==> src/rtl/evo_gate_array_pkg.sv <==
// Shared types and sizing helpers for the evolvable gate array.
// Optional build macro: EVO_LCELL_EN (see evo_gate_array.sv).
package evo_pkg;

  // Cell function codes, as carried in gene bits [2:0]
  typedef enum logic [2:0] {
    FN_AND    = 3'd0,
    FN_OR     = 3'd1,
    FN_XOR    = 3'd2,
    FN_NAND   = 3'd3,
    FN_NOR    = 3'd4,
    FN_XNOR   = 3'd5,
    FN_NOT_A  = 3'd6,
    FN_BUF_A  = 3'd7
  } func_e;

  typedef enum logic [1:0] {
    ST_IDLE,
    ST_LOAD,
    ST_SETTLE,
    ST_CAPTURE
  } state_e;

  // Source fields are held zero-extended to a fixed width so the struct stays unparameterised
  localparam int SRC_MAX_W = 8;

  typedef struct packed {
    logic [SRC_MAX_W-1:0] src_b;
    logic [SRC_MAX_W-1:0] src_a;
    func_e                func;
  } gene_t;

  function automatic int sel_w(input int num_in, input int num_gates);
    return (num_in + num_gates <= 2) ? 1 : $clog2(num_in + num_gates);
  endfunction

  function automatic int gene_w(input int num_in, input int num_gates);
    return 3 + 2 * sel_w(num_in, num_gates);
  endfunction

endpackage

==> src/rtl/evo_gate_array_if.sv <==
// Host-side configuration and evaluation bus of the evolvable gate array.
interface evo_gate_array_if #(
  parameter int NUM_IN  = 2,
  parameter int NUM_OUT = 1,
  parameter int GENE_W  = 9
);
  logic               cfg_start;
  logic               cfg_valid;
  logic               cfg_ready;
  logic [GENE_W-1:0]  cfg_data;
  logic               cfg_done;
  logic               eval_start;
  logic [NUM_IN-1:0]  eval_in;
  logic               eval_done;
  logic [NUM_OUT-1:0] eval_out;
  logic               busy;

  modport master (
    output cfg_start, cfg_valid, cfg_data, eval_start, eval_in,
    input  cfg_ready, cfg_done, eval_done, eval_out, busy
  );

  modport slave (
    input  cfg_start, cfg_valid, cfg_data, eval_start, eval_in,
    output cfg_ready, cfg_done, eval_done, eval_out, busy
  );
endinterface

==> src/rtl/evo_gate_array_gate.sv <==
// One configurable 2-input cell of the evolvable gate array.
module evo_gate
  import evo_pkg::*;
(
  input  func_e func,
  input  logic  a,
  input  logic  b,
  output logic  y
);

  // Evaluate the selected boolean function
  always_comb begin
    y = 1'b0;
    case (func)
      FN_AND:   y = a & b;
      FN_OR:    y = a | b;
      FN_XOR:   y = a ^ b;
      FN_NAND:  y = ~(a & b);
      FN_NOR:   y = ~(a | b);
      FN_XNOR:  y = ~(a ^ b);
      FN_NOT_A: y = ~a;
      FN_BUF_A: y = a;
      default:  y = 1'b0;
    endcase
  end

endmodule

==> src/rtl/evo_gate_array.sv <==
// Evolvable gate network: runtime-loaded genome, any-to-any routing incl. feedback,
// and an apply/settle/capture evaluation handshake.
// Build macro EVO_LCELL_EN: cells become combinational behind LCELL buffers and the
// captured outputs pass a 2-flop synchroniser (eval latency grows by 2 clocks).
module evo_gate_array
  import evo_pkg::*;
#(
  parameter int NUM_IN        = 2,
  parameter int NUM_GATES     = 6,
  parameter int NUM_OUT       = 1,
  parameter int SETTLE_CYCLES = 4
) (
  input logic             clk,
  input logic             rst_n,
  evo_gate_array_if.slave bus
);

  localparam int SEL_W     = sel_w(NUM_IN, NUM_GATES);
  localparam int GENE_W    = gene_w(NUM_IN, NUM_GATES);
  localparam int NUM_SRC   = NUM_IN + NUM_GATES;
  localparam int NUM_WORDS = NUM_GATES + NUM_OUT;
  localparam int CNT_W     = $clog2(NUM_WORDS + 1);
  localparam int STL_W     = (SETTLE_CYCLES > 1) ? $clog2(SETTLE_CYCLES) : 1;

  state_e               state_q, state_d;
  logic [CNT_W-1:0]     word_cnt;
  logic [STL_W-1:0]     settle_cnt;
  logic [NUM_IN-1:0]    in_q;
  gene_t                genes   [NUM_GATES];
  logic [SRC_MAX_W-1:0] out_sel [NUM_OUT];
  logic [NUM_GATES-1:0] cell_y, cell_q;
  logic [NUM_SRC-1:0]   src_vec;
  logic [NUM_OUT-1:0]   out_vec;
  logic                 accept, last_word, eval_go, settle_end;

  // Routing mux: codes past the last cell read constant 0
  function automatic logic pick(input logic [SRC_MAX_W-1:0] s, input logic [NUM_SRC-1:0] v);
    logic r;
    r = 1'b0;
    for (int i = 0; i < NUM_SRC; i++)
      if (s == SRC_MAX_W'(i)) r = v[i];
    return r;
  endfunction

  function automatic gene_t decode_gene(input logic [GENE_W-1:0] d);
    gene_t g;
    g       = '0;
    g.func  = func_e'(d[2:0]);
    g.src_a = SRC_MAX_W'(d[3 +: SEL_W]);
    g.src_b = SRC_MAX_W'(d[3+SEL_W +: SEL_W]);
    return g;
  endfunction

  assign src_vec    = {cell_q, in_q};
  assign accept     = bus.cfg_valid && (state_q == ST_LOAD);
  assign last_word  = (word_cnt == CNT_W'(NUM_WORDS - 1));
  assign eval_go    = (state_q == ST_IDLE) && bus.eval_start && !bus.cfg_start;
  assign settle_end = (settle_cnt == STL_W'(SETTLE_CYCLES - 1));

  // FSM state register
  always_ff @(posedge clk or negedge rst_n) begin
    if (!rst_n) state_q <= ST_IDLE;
    else        state_q <= state_d;
  end

  // FSM next state; cfg_start wins over a simultaneous eval_start
  always_comb begin
    state_d = state_q;
    case (state_q)
      ST_IDLE:    if (bus.cfg_start) state_d = ST_LOAD;
                  else if (bus.eval_start) state_d = ST_SETTLE;
      ST_LOAD:    if (accept && last_word) state_d = ST_IDLE;
      ST_SETTLE:  if (settle_end) state_d = ST_CAPTURE;
      ST_CAPTURE: state_d = ST_IDLE;
      default:    state_d = ST_IDLE;
    endcase
  end

  // FSM outputs
  always_comb begin
    bus.cfg_ready = (state_q == ST_LOAD);
    bus.busy      = (state_q != ST_IDLE);
  end

  // Load word counter, settle counter, input vector register, load-complete pulse
  always_ff @(posedge clk or negedge rst_n) begin
    if (!rst_n) begin
      word_cnt     <= '0;
      settle_cnt   <= '0;
      in_q         <= '0;
      bus.cfg_done <= 1'b0;
    end else begin
      bus.cfg_done <= accept && last_word;
      if (state_q != ST_LOAD) word_cnt <= '0;
      else if (accept)        word_cnt <= word_cnt + 1'b1;
      if (state_q != ST_SETTLE) settle_cnt <= '0;
      else                      settle_cnt <= settle_cnt + 1'b1;
      if (eval_go) in_q <= bus.eval_in;
    end
  end

  // Genome store: cell genes first, then output selects
  always_ff @(posedge clk or negedge rst_n) begin
    if (!rst_n) begin
      for (int i = 0; i < NUM_GATES; i++) genes[i]   <= '0;
      for (int o = 0; o < NUM_OUT; o++)   out_sel[o] <= '0;
    end else if (accept) begin
      for (int i = 0; i < NUM_GATES; i++)
        if (word_cnt == CNT_W'(i)) genes[i] <= decode_gene(bus.cfg_data);
      for (int o = 0; o < NUM_OUT; o++)
        if (word_cnt == CNT_W'(NUM_GATES + o)) out_sel[o] <= SRC_MAX_W'(bus.cfg_data[SEL_W-1:0]);
    end
  end

  for (genvar g = 0; g < NUM_GATES; g++) begin : g_cell
    logic a_s, b_s;
    assign a_s = pick(genes[g].src_a, src_vec);
    assign b_s = pick(genes[g].src_b, src_vec);

    evo_gate u_gate (
      .func (genes[g].func),
      .a    (a_s),
      .b    (b_s),
      .y    (cell_y[g])
    );

`ifdef EVO_LCELL_EN
    LCELL u_lcell (.in(cell_y[g]), .out(cell_q[g]));
`else
    logic q;
    // Cell state flop, updated every clock so feedback genomes behave as sequential logic
    always_ff @(posedge clk or negedge rst_n) begin
      if (!rst_n) q <= 1'b0;
      else        q <= cell_y[g];
    end
    assign cell_q[g] = q;
`endif
  end

  // Output routing muxes
  always_comb begin
    out_vec = '0;
    for (int o = 0; o < NUM_OUT; o++) out_vec[o] = pick(out_sel[o], src_vec);
  end

`ifdef EVO_LCELL_EN
  logic [NUM_OUT-1:0] sync_p1, sync_p2;
  logic               vld_p1, vld_p2;

  // Synchronise asynchronous cell outputs and delay the capture strobe to match
  always_ff @(posedge clk or negedge rst_n) begin
    if (!rst_n) begin
      sync_p1       <= '0;
      sync_p2       <= '0;
      vld_p1        <= 1'b0;
      vld_p2        <= 1'b0;
      bus.eval_done <= 1'b0;
      bus.eval_out  <= '0;
    end else begin
      sync_p1       <= out_vec;
      sync_p2       <= sync_p1;
      vld_p1        <= (state_q == ST_CAPTURE);
      vld_p2        <= vld_p1;
      bus.eval_done <= vld_p2;
      if (vld_p2) bus.eval_out <= sync_p2;
    end
  end
`else
  // Capture routed outputs and pulse eval_done
  always_ff @(posedge clk or negedge rst_n) begin
    if (!rst_n) begin
      bus.eval_done <= 1'b0;
      bus.eval_out  <= '0;
    end else begin
      bus.eval_done <= (state_q == ST_CAPTURE);
      if (state_q == ST_CAPTURE) bus.eval_out <= out_vec;
    end
  end
`endif

endmodule

==> src/flat_wrapper.sv <==
// flat-port wrapper written by rule: the top's interface ports become plain ports
module evo_gate_array_flat import evo_pkg::*;
#(
  parameter int NUM_IN        = 2,
  parameter int NUM_GATES     = 6,
  parameter int NUM_OUT       = 1,
  parameter int SETTLE_CYCLES = 4
)
  (clk, rst_n, bus_cfg_start, bus_cfg_valid, bus_cfg_data, bus_eval_start, bus_eval_in, bus_cfg_ready, bus_cfg_done, bus_eval_done, bus_eval_out, bus_busy);
  evo_gate_array_if #(.NUM_IN(NUM_IN), .NUM_OUT(NUM_OUT), .GENE_W(9)) bus_i ();
  input logic clk;
  input logic rst_n;
  input wire logic [$bits(bus_i.cfg_start)-1:0] bus_cfg_start;
  input wire logic [$bits(bus_i.cfg_valid)-1:0] bus_cfg_valid;
  input wire logic [$bits(bus_i.cfg_data)-1:0] bus_cfg_data;
  input wire logic [$bits(bus_i.eval_start)-1:0] bus_eval_start;
  input wire logic [$bits(bus_i.eval_in)-1:0] bus_eval_in;
  output wire logic [$bits(bus_i.cfg_ready)-1:0] bus_cfg_ready;
  output wire logic [$bits(bus_i.cfg_done)-1:0] bus_cfg_done;
  output wire logic [$bits(bus_i.eval_done)-1:0] bus_eval_done;
  output wire logic [$bits(bus_i.eval_out)-1:0] bus_eval_out;
  output wire logic [$bits(bus_i.busy)-1:0] bus_busy;
  assign bus_i.cfg_start = bus_cfg_start;
  assign bus_i.cfg_valid = bus_cfg_valid;
  assign bus_i.cfg_data = bus_cfg_data;
  assign bus_i.eval_start = bus_eval_start;
  assign bus_i.eval_in = bus_eval_in;
  assign bus_cfg_ready = bus_i.cfg_ready;
  assign bus_cfg_done = bus_i.cfg_done;
  assign bus_eval_done = bus_i.eval_done;
  assign bus_eval_out = bus_i.eval_out;
  assign bus_busy = bus_i.busy;
  evo_gate_array #(.NUM_IN(NUM_IN), .NUM_GATES(NUM_GATES), .NUM_OUT(NUM_OUT), .SETTLE_CYCLES(SETTLE_CYCLES)) u_core (.clk(clk), .rst_n(rst_n), .bus(bus_i));
endmodule
==> config.mk <==
export PLATFORM = sky130hd
export DESIGN_NAME = evo_gate_array_flat
export DESIGN_NICKNAME = d
export VERILOG_FILES = /design/src/rtl/evo_gate_array_pkg.sv /design/src/rtl/evo_gate_array_if.sv /design/src/rtl/evo_gate_array_gate.sv /design/src/rtl/evo_gate_array.sv /design/src/flat_wrapper.sv
export SDC_FILE = /design/constraint.sdc
export NUM_CORES = 1
export LEC_CHECK = 0
export CORE_ASPECT_RATIO = 0.5
export CORE_UTILIZATION = 60
export DETAILED_ROUTE_END_ITERATION = 8
export HOLD_SLACK_MARGIN = 0.05
export PLACE_DENSITY = 0.79
export SETUP_SLACK_MARGIN = 0.15
export SLEW_MARGIN = 20
export SYNTH_ARGS = -nofsm -noshare
export SYNTH_HDL_FRONTEND = slang
export SYNTH_SLANG_ARGS = --single-unit
==> constraint.sdc <==
create_clock -name clk -period 5.31 [get_ports clk]
set_input_delay 1.3275 -clock clk [delete_from_list [all_inputs] [get_ports clk]]
set_output_delay 1.3275 -clock clk [all_outputs]
set_load 0.03 [all_outputs]
==> reports/summary.txt, run 1 <==
==================================================================================
Outcome                                                               finished clean
Cell types occupying the most area after synthesis                    dfrtp_1 42%, mux2_2 9.7%, mux4_1 8.3%
Final hold slack                                                          0.440 ns
Overall die area                                                          7750 µm²
Footprint of the flip-flops and latches                                   1880 µm²
Share of synthesized cell area in and, or, nand and nor gates               0.0700
Number of different library cells in the post-synthesis netlist                 39
Layout filler cell count                                                       447
Clock-pin slew on the worst setup and hold paths                           0.05 ns
Portion of netlist area occupied by mux cells                                0.344
I/O Pins                                                                        21
Footprint of the multi-input gates                                        2370 µm²
Worst Tran Pin Value                                                      0.730 ns
Final Wtd Congestion                                                         0.780
Aggregate routed wire length                                               9.11 mm
Remaining number of nets flagged by the antenna check after routing              0
Critical Path Max Stage Delay                                              0.67 ns
Syn Nets                                                                       359
Global-route wire length before repair                                     15.3 mm
Number of buffers on the longest clock path                                      2
Post-synth ARST share                                                         1.00
Cell at the slowest stage of the critical path                        clkdlybuf4s50_1
Number of hold-repair buffers added at the cts stage                             0
Area share of the leading cell type in the synthesized netlist               0.423
Horizontal extent of the die                                                124 µm
Number of buffers created by CTS                                                 9
Total congestion overflow                                                        0
Synth Cell Area                                                           4430 µm²
CP Data Arrival Time                                                       1.79 ns
Pwr per Cell Area                                                       751 nW/µm²
Critical path class                                                   register to output pin
Register-to-register setup slack                                           2.91 ns
Final Setup Violations                                                           0
Ratio of cells with drive above 1 in the final layout                        0.234
Sum of buffers and inverters on the critical path                                2
Post-synthesis adder-cell area fraction                                     0.0508
R2r worst-path depth                                                             8
Antenna diode count                                                              0
Origin of the worst min-delay path                                    u_core.settle_cnt[0]
Maximum clock skew at final layout                                      0.00588 ns
R2r endpoint                                                          u_core.g_cell[5].q
Max-cap check violation count                                                    0
Family of cells with the greatest summed delay on the critical path   buffers and inverters
Postcts setup bufs                                                               0
Cell at the root of the clock tree                                       clkbuf_16
Share of the yosys chip area belonging to registers                          0.423
Cell count of the worst hold path                                                1
Vias                                                                         2,754
Final layout net count                                                         375
Max frequency                                                              321 MHz
Largest driver fanout on the critical path                                       9
Hold Path Class                                                       register to register
Critical R2R Launch                                                   u_core.g_cell[5].q
Number of storage elements in the synthesis netlist                             75
Number of global-route vias before repair                                    2,918
Post-synth top area cell                                                   dfrtp_1
Final hold violations                                                            0
Count of flip-flops with a built-in enable after synthesis                       0
Chain of cells forming the critical path                              nand2b_1, inv_2, clkdlybuf4s50_1
CTS tree                                                                      done
Area share of xor/xnor cells in the synthesized design                      0.0138
Endpoint type of the worst setup path                                   output pin
Mean instance size in the synthesized netlist                             13.6 µm²
Yosys warnings                                                                   0
WHS Endpoint                                                          u_core.settle_cnt[0]
Fin crit share                                                               0.586
RSZ-0062 raised after global routing                                            no
Compound-gate portion of the synthesized area                               0.0565
Core Region                                                               6910 µm²
Primary flip-flop cell chosen by synthesis mapping                         dfrtp_1
H-tree depth                                                                     3
DRC violation count after routing                                                0
Number of buffers inserted by port buffering                                    20
Overall Global Routing Usage                                                 0.274
Violation count after the first detailed-routing iteration                     168
Starting density of the core                                                 0.641
Resized cells post-CTS                                                           0
Pins Over Slew Limit                                                             0
Vias per cell                                                                 6.29
Dominant combinational cell family by area after synthesis            multiplexers
Mapped Cells                                                                   325
Number of sinks on the clock net                                                75
Number of core rows                                                             21
WL per Instance                                                            20.8 µm
Half-perimeter wire length after placement                                 6.11 mm
Remaining max-slew budget at the tightest pin                                0.513
Post-Route Setup TNS                                                          0 ns
Reported leakage power                                                  0.00217 µW
Maximum number of pins on one net before global-route repair                    44
Required time of the worst setup path                                      3.98 ns
Iteration count of the initial detailed-routing pass                             4
Peak supply drop                                                        0.000351 V
Clk_lat worst skew                                                         0.33 ns
Growth of design area from synthesis to finish                               11.1%
Min Clock Period, post-route                                               3.11 ns
Antenna violations before repair                                                 0
Die Y                                                                      62.8 µm
Critical Path Source Type                                                 register
==================================================================================
==> area by class of cell <==
cell class | instances | area share
multi-input combinational | 216 | 0.482
sequential | 75 | 0.381
clock buffer | 14 | 0.0516
timing repair buffer | 21 | 0.0412
tap | 92 | 0.0234
inverter | 18 | 0.0137
clock inverter | 2 | 0.00712
==> kinds of logic after synthesis <==
group | after synthesis
compound gates | 33
xor+xnor | 7
fa+ha+maj | 18
buf+inv | 34
flops | 75
mux | 99
simple gates | 59
==> flip-flops by register name, indices dropped and copies added, names as in the netlist <==
signal / flops
u_core.state_q: 2
u_core.g_cell.q: 6
u_core.in_q: 2
u_core.bus.eval_out: 1
u_core.settle_cnt: 2
u_core.out_sel: 3
u_core.word_cnt: 3
u_core.genes: 54
u_core.bus.cfg_done: 1
u_core.bus.eval_done: 1
==> metal layers <==
| layer | vias to the layer above | track usage | routed length, µm |
|---|---|---|---|
| li1 | 1236 | - | - |
| met1 | 1411 | 0.376 | 4030 |
| met2 | 92 | 0.431 | 4310 |
| met3 | 15 | 0.0675 | 626 |
| met4 | 0 | 0.0873 | 142 |
| met5 | - | 0 | 0 |
==> power breakdown <==
group,internal [µW],switching (µW)
clock,376,215
combinational,1070,780
sequential,849,406
==> cells in the final DEF, fill, tap and decap left out, drive strengths merged, types with 2 or more instances in the layout <==
cell,Yosys,routed
a211o,6,6
a211oi,3,3
a21oi,6,6
a2bb2oi,4,4
buf,13,2
clkbuf,3,14
clkdlybuf4s50,0,19
dfrtp,75,75
ha,18,18
inv,18,18
mux2,65,65
mux2i,8,8
mux4,26,26
nand2,20,20
nor2,11,11
nor2b,12,12
nor3,6,6
nor3b,2,2
o211ai,2,2
o21ai,12,12
xnor2,3,3
xor2,4,4
==> worst max-delay path by stage <==
stage / cells past startpoint / startpoint / endpoint
after floorplan: 4 / bus_cfg_valid / u_core.genes[0]
after global placement: 4 / bus_cfg_valid / u_core.genes[4]
after detailed placement: 4 / bus_cfg_valid / u_core.genes[80]
after CTS: 3 / u_core.state_q[1] / bus_cfg_ready
after global routing: 3 / u_core.state_q[1] / bus_cfg_ready
final: 3 / u_core.state_q[1] / bus_cfg_ready
==> Yosys cell counts (11+ instances only) <==
| master | count |
|---|---|
| dfrtp_1 | 75 |
| mux2_2 | 38 |
| mux2_1 | 27 |
| ha_1 | 18 |
| inv_1 | 17 |
| nand2_1 | 17 |
| mux4_1 | 14 |
| mux4_2 | 12 |
| nor2b_1 | 12 |
| o21ai_0 | 12 |
| nor2_1 | 11 |
==> metrics by stage <==
stage / utilization / power, µW / std cells / worst slack [ns] / instance area [µm²]
after floorplan: - / 2740 / 325 / 2.87 / 4430
after global placement: 0.671 / 2930 / 422 / 2.33 / 4630
after detailed placement: 0.671 / 3100 / 422 / 2.28 / 4630
after CTS: 0.712 / 3710 / 438 / 2.18 / 4920
after global routing: 0.712 / 3980 / 438 / 2.11 / 4920
final: 0.712 / 3700 / 438 / 2.20 / 4920
Note: power is estimated with default switching activity, not from simulation.
==> inputs of run 2 (changes only) <==
Clock period 5.31 ns to 3 ns, I/O delays scaled along.
==> run 2 against run 1 <==
  * Setup slack lost 1.7 ns
  * First-iteration DRC count down 7.1%
  * Routed wire length up 2.9%
  * Sequential share of layout area fell by 0.32 points
  * Final cell count did not move
==> reports/summary.txt, run 2 (same netlist as run 1, synthesis figures left out) <==
==================================================================================
Outcome                                                               finished clean   unchanged
Footprint of the flip-flops and latches                                   1880 µm²   unchanged
Total congestion overflow                                                        0   unchanged
Iteration count of the initial detailed-routing pass                             6   was 4
Largest driver fanout on the critical path                                       9   unchanged
Horizontal extent of the die                                                124 µm   unchanged
Largest registers in the final layout                                 u_core.genes x54, u_core.g_cell.q x6   unchanged
Final hold violations                                                            0   unchanged
Aggregate routed wire length                                               9.38 mm   was 9.11 mm
Top metal layer carrying routed signals                                       met4   unchanged
Worst Tran Pin Value                                                      0.676 ns   was 0.730 ns
Amount of wire on met2 after detailed routing                              4.58 mm   was 4.31 mm
Final Setup Violations                                                           0   unchanged
Most common library cell in the layout ignoring fill and taps              dfrtp_1   unchanged
Chain of cells forming the critical path                              nand2b_1, inv_2, clkdlybuf4s50_1   unchanged
Number of buffers on the longest clock path                                      2   unchanged
Clock-pin slew on the worst setup and hold paths                           0.06 ns   was 0.05 ns
Cell at the root of the clock tree                                       clkbuf_16   unchanged
RSZ-0062 raised after global routing                                            no   unchanged
Final layout net count                                                         375   unchanged
Maximum clock skew at final layout                                      0.00481 ns   was 0.00588 ns
Antenna violations before repair                                                 0   unchanged
Pwr per Cell Area                                                      1350 nW/µm²   was 751 nW/µm²
Critical path class                                                   register to output pin   unchanged
Fin crit share                                                               0.842
Number of sinks on the clock net                                                75   unchanged
Met3 wire len                                                               648 µm   was 626 µm
Max frequency                                                              396 MHz
Vias per cell                                                                 6.28   was 6.29
Final Wtd Congestion                                                         0.781   was 0.780
I/O Pins                                                                        21   unchanged
Footprint of the multi-input gates                                        2370 µm²   unchanged
Number of buffers inserted by port buffering                                    20   unchanged
Max-cap check violation count                                                    0   unchanged
Max FFs per register                                                            54   unchanged
Hold Path Class                                                       register to register   unchanged
Commonest cells after routing, fill and taps aside                    75 x dfrtp_1, 38 x mux2_2, 27 x mux2_1, 19 x clkdlybuf4s50_1, 18 x ha_1   unchanged
Die Y                                                                      62.8 µm   unchanged
WL per Instance                                                            21.4 µm   was 20.8 µm
Overall die area                                                          7750 µm²   unchanged
Post-place setup slack                                                    0.556 ns   was 2.28 ns
Number of hold-repair buffers added at the cts stage                             0   unchanged
Pins Over Slew Limit                                                             0   unchanged
Reported leakage power                                                  0.00218 µW   was 0.00217 µW
Core Region                                                               6910 µm²   unchanged
Remaining max-slew budget at the tightest pin                                0.549   was 0.513
Sum of buffers and inverters on the critical path                                2   unchanged
Critical Path Source Type                                                 register   unchanged
Post-Route Setup TNS                                                          0 ns   unchanged
Layout filler cell count                                                       447   unchanged
Antenna diode count                                                              0   unchanged
Overall Global Routing Usage                                                 0.284   was 0.274
Family of cells with the greatest summed delay on the critical path   buffers and inverters   unchanged
Postcts setup bufs                                                               0   unchanged
Critical Path Max Stage Delay                                              0.67 ns   about the same
H-tree depth                                                                     3   unchanged
Global-route wire length before repair                                     15.6 mm   was 15.3 mm
DRC violation count after routing                                                0   unchanged
CP Data Arrival Time                                                       1.78 ns   was 1.79 ns
Cell at the slowest stage of the critical path                        clkdlybuf4s50_1   unchanged
Maximum number of pins on one net before global-route repair                    47   was 44
Clk_lat worst skew                                                         0.34 ns   was 0.33 ns
Growth of design area from synthesis to finish                               12.0%   was 11.1%
Resized cells post-CTS                                                           0   unchanged
Largest reg by FF count                                               u_core.genes   unchanged
Number of buffers created by CTS                                                 9   unchanged
Remaining number of nets flagged by the antenna check after routing              0   unchanged
Peak supply drop                                                        0.000595 V   was 0.000351 V
Final worst setup slack                                                   0.474 ns   was 2.20 ns
Min Clock Period, post-route                                               2.53 ns
Half-perimeter wire length after placement                                 6.11 mm   about the same
Detailed-route wire length on metal 1                                      4.00 mm   was 4.03 mm
Endpoint type of the worst setup path                                   output pin   unchanged
Number of global-route vias before repair                                    2,991   was 2,918
Starting density of the core                                                 0.641   unchanged
Number of core rows                                                             21   unchanged
Violation count after the first detailed-routing iteration                     156   was 168
Ratio of cells with drive above 1 in the final layout                        0.246   was 0.234
Required time of the worst setup path                                      2.25 ns   was 3.98 ns
CTS tree                                                                      done   unchanged
Vias                                                                         2,751   was 2,754
==================================================================================
## run 2: through the flow
| step | util | power (µW) | instances | area [µm²] | hold WS (ns) |
|---|---|---|---|---|---|
| after floorplan | - | 4850 | 325 | 4430 | 0.414 |
| after global placement | 0.672 | 5200 | 422 | 4650 | 0.426 |
| after detailed placement | 0.672 | 5490 | 422 | 4650 | 0.432 |
| after CTS | 0.718 | 6710 | 438 | 4960 | 0.439 |
| after global routing | 0.718 | 7180 | 438 | 4960 | 0.461 |
| final | 0.718 | 6690 | 438 | 4960 | 0.434 |
## run 2: power by group
part | leakage [µW] | switching, µW | internal [µW]
clock network | 0.000147 | 416 | 724
logic | 0.00112 | 1430 | 1900
registers | 0.000909 | 724 | 1500
total | 0.00218 | 2570 | 4120
## run 2: path summary, 6_finish.rpt
kind,end,cells after the start,slack (ns),start
setup reg to reg,u_core.g_cell[0].q,8,0.53,u_core.g_cell[5].q
setup / recovery,bus_cfg_ready,3,0.47,u_core.state_q[1]
max in group asynchronous,u_core.genes[97],2,1.87,rst_n
hold / removal,u_core.settle_cnt[0],1,0.43,u_core.settle_cnt[0]
hold reg to reg,u_core.settle_cnt[0],1,0.43,u_core.settle_cnt[0]
min in group asynchronous,u_core.bus.cfg_done,1,0.45,rst_n
## run 2: layer usage
layer	up-vias	global-route usage
li1	1231	-
met2	90	0.452
met3	16	0.0794
met1	1414	0.374
met4	0	0.102
met5	-	0
## run 2: cell type report
type | count | area share
clock buffer | 9 | 0.0454
clock inverter | 7 | 0.0186
inverter | 18 | 0.0136
multi-input combinational | 216 | 0.478
sequential | 75 | 0.378
tap | 92 | 0.0232
timing repair buffer | 21 | 0.0433
## run 2: worst register-to-register path, cell delays in order (launching register included)
cell	delay (ns)
dfrtp_1	0.58
mux4_1	0.60
mux2_2	0.30
inv_1	0.06
ha_1	0.23
nand2_1	0.06
o21ai_0	0.09
a211o_1	0.32
a2bb2oi_2	0.15
==> inputs of run 3 (changes only) <==
Clock period 3 ns to 2.46 ns, I/O delays scaled along.
==> run 3 against run 2 <==
  * Via count rose by 6.9%
  * Sequential power rose by 20%
  * Clock power rose by 47%
  * Routed wire length rose by 12%
  * Sequential share of layout area fell by 2.3 points
  * Non-clock buffer count rose by 27
  * Final area rose by 7.1%
  * Global-route usage fell by 0.36 points
  * Clock skew rose by 0.0037 ns
  * Critical path type is now register to register
  * Critical endpoint is now u_core.g_cell[1].q
==> reports/summary.txt, run 3 (same netlist as run 1, synthesis figures left out) <==
==================================================================================
Outcome                                                               finished clean   unchanged
Vias per cell                                                                 6.32   was 6.28
WL per Instance                                                            22.6 µm   was 21.4 µm
Violation count after the first detailed-routing iteration                     195   was 156
Die Y                                                                      62.8 µm   unchanged
Worst Tran Pin Value                                                      0.510 ns   was 0.676 ns
Number of global-route vias before repair                                    3,015   was 2,991
Clk_lat worst skew                                                         0.35 ns   was 0.34 ns
Overall die area                                                          7750 µm²   unchanged
Min Clock Period, post-route                                               2.32 ns
Fin crit share                                                               0.942
Commonest cells after routing, fill and taps aside                    67 x dfrtp_1, 33 x mux2_2, 27 x mux2_1, 19 x mux4_2   was 75 x dfrtp_1, 38 x mux2_2, 27 x mux2_1, 19 x clkdlybuf4s50_1, 18 x ha_1
Largest driver fanout on the critical path                                       8   was 9
CP Data Arrival Time                                                       2.54 ns   was 1.78 ns
Half-perimeter wire length after placement                                 6.24 mm   was 6.11 mm
Max-cap check violation count                                                    0   unchanged
Aggregate routed wire length                                               10.5 mm   was 9.38 mm
R2r endpoint                                                          u_core.g_cell[1].q   was u_core.g_cell[0].q
Antenna diode count                                                              0   unchanged
Number of core rows                                                             21   unchanged
Register-to-register setup slack                                           0.14 ns   was 0.53 ns
Required time of the worst setup path                                      2.68 ns   was 2.25 ns
Horizontal extent of the die                                                124 µm   unchanged
Final hold violations                                                            0   unchanged
Chain of cells forming the critical path                              buf_6, mux4_2, mux2_4, ha_2, nor2b_1, nor3_1, a211o_1, o211ai_2   was nand2b_1, inv_2, clkdlybuf4s50_1
Final Wtd Congestion                                                         0.803   was 0.781
Clock-pin slew on the worst setup and hold paths                           0.06 ns   about the same
Overall Global Routing Usage                                                 0.280   was 0.284
Number of hold-repair buffers added at the cts stage                             0   unchanged
Number of buffers created by CTS                                                 9   unchanged
Maximum clock skew at final layout                                      0.00854 ns   was 0.00481 ns
Number of sinks on the clock net                                                75   unchanged
Post-Route Setup TNS                                                          0 ns   unchanged
Cell at the root of the clock tree                                       clkbuf_16   unchanged
Final layout net count                                                         402   was 375
Post-place setup slack                                                    0.117 ns   was 0.556 ns
Max frequency                                                              431 MHz
Pwr per Cell Area                                                      1770 nW/µm²   was 1350 nW/µm²
Remaining max-slew budget at the tightest pin                                0.660   was 0.549
Vias                                                                         2,941   was 2,751
R2r worst-path depth                                                             8   unchanged
Max FFs per register                                                            54   unchanged
Total congestion overflow                                                        0   unchanged
Number of buffers inserted by port buffering                                    20   unchanged
Iteration count of the initial detailed-routing pass                             4   was 6
Growth of design area from synthesis to finish                               20.0%   was 12.0%
Most common library cell in the layout ignoring fill and taps              dfrtp_1   unchanged
Pins Over Slew Limit                                                             0   unchanged
Final worst setup slack                                                   0.142 ns   was 0.474 ns
Reported leakage power                                                  0.00233 µW   was 0.00218 µW
Ratio of cells with drive above 1 in the final layout                        0.365   was 0.246
Layout Utilization                                                           0.769   was 0.718
Largest reg by FF count                                               u_core.genes   unchanged
Largest registers in the final layout                                 u_core.genes x54, u_core.g_cell.q x6   unchanged
DRC violation count after routing                                                0   unchanged
Peak supply drop                                                        0.000674 V   was 0.000595 V
Core Region                                                               6910 µm²   unchanged
Cell at the slowest stage of the critical path                             dfrtp_2   was clkdlybuf4s50_1
Final hold slack                                                          0.230 ns   was 0.434 ns
Hold Path Class                                                       input pin to asynchronous set/reset pin   was register to register
RSZ-0062 raised after global routing                                           yes   was no
Critical path class                                                   register to register   was register to output pin
Critical R2R Launch                                                   u_core.g_cell[3].q   was u_core.g_cell[5].q
Antenna violations before repair                                                 0   unchanged
Remaining number of nets flagged by the antenna check after routing              0   unchanged
Critical Path Max Stage Delay                                              0.47 ns   was 0.67 ns
Starting density of the core                                                 0.641   unchanged
Endpoint type of the worst setup path                                     register   was output pin
Maximum number of pins on one net before global-route repair                    39   was 47
Number of buffers on the longest clock path                                      2   unchanged
Critical Path Source Type                                                 register   unchanged
Global-route wire length before repair                                     15.6 mm   about the same
I/O Pins                                                                        21   unchanged
Final Setup Violations                                                           0   unchanged
H-tree depth                                                                     3   unchanged
CTS tree                                                                      done   unchanged
==================================================================================
==> run 3: layer usage <==
metal / global-route usage / up-vias / wire, µm / part of all wire
met5: 0 / - / 0 / 0
met4: 0.0994 / 0 / 191 / 0.018
met3: 0.0839 / 18 / 974 / 0.093
met2: 0.435 / 148 / 4970 / 0.47
met1: 0.376 / 1497 / 4380 / 0.42
li1: - / 1278 / - / -
==> run 3: critical path: cells and delay by family, from the launching register on <==
kind,cells,cell delay [ns]
AO/OA/AOI/OAI,2,0.28
flip-flops,1,0.47
buffers and inverters,1,0.16
AND/OR/NAND/NOR,2,0.36
multiplexers,2,0.74
adder cells (fa/ha/maj),1,0.18
==> run 3: power breakdown <==
group          internal, µW  switching, µW
combinational          2910           2130
sequential             1850            823
clock                  1150            528
==> run 3: metrics by stage <==
| step | cell area (µm²) | total power [µW] | std cells |
|---|---|---|---|
| global route | 5320 | 9920 | 465 |
| finish | 5320 | 9390 | 465 |
| floorplan | 4430 | 5910 | 325 |
| CTS | 5050 | 8390 | 441 |
| detailed placement | 4660 | 6660 | 424 |
| global placement | 4660 | 6340 | 424 |
==> run 3: repair_timing <==
action / in CTS / in global routing
setup buffers: 1 / 24
pin swaps: 0 / 12
hold endpoints to repair: 0 / 0
endpoints found under the setup margin: 6 / 5
gates resized for setup: 10 / 56
==> run 3: how the worst max path moves through the flow <==
stage / startpoint / end / cells after the start
2_1_floorplan: u_core.in_q[1] / u_core.g_cell[2].q / 9
3_3_place_gp: u_core.in_q[1] / u_core.g_cell[2].q / 8
3_5_place_dp: bus_cfg_valid / u_core.genes[80] / 4
4_1_cts: u_core.in_q[0] / u_core.g_cell[2].q / 8
5_1_grt: u_core.g_cell[5].q / u_core.g_cell[1].q / 9
6_report: u_core.g_cell[3].q / u_core.g_cell[1].q / 8
==> run 3: layout make-up <==
class                      count  area (µm²)
timing repair buffer          48         460
clock buffer                  12         256
inverter                      18        67.6
sequential                    75        1890
fill                         388        1590
multi-input combinational    216        2410
tap                           92         115
clock inverter                 4         120
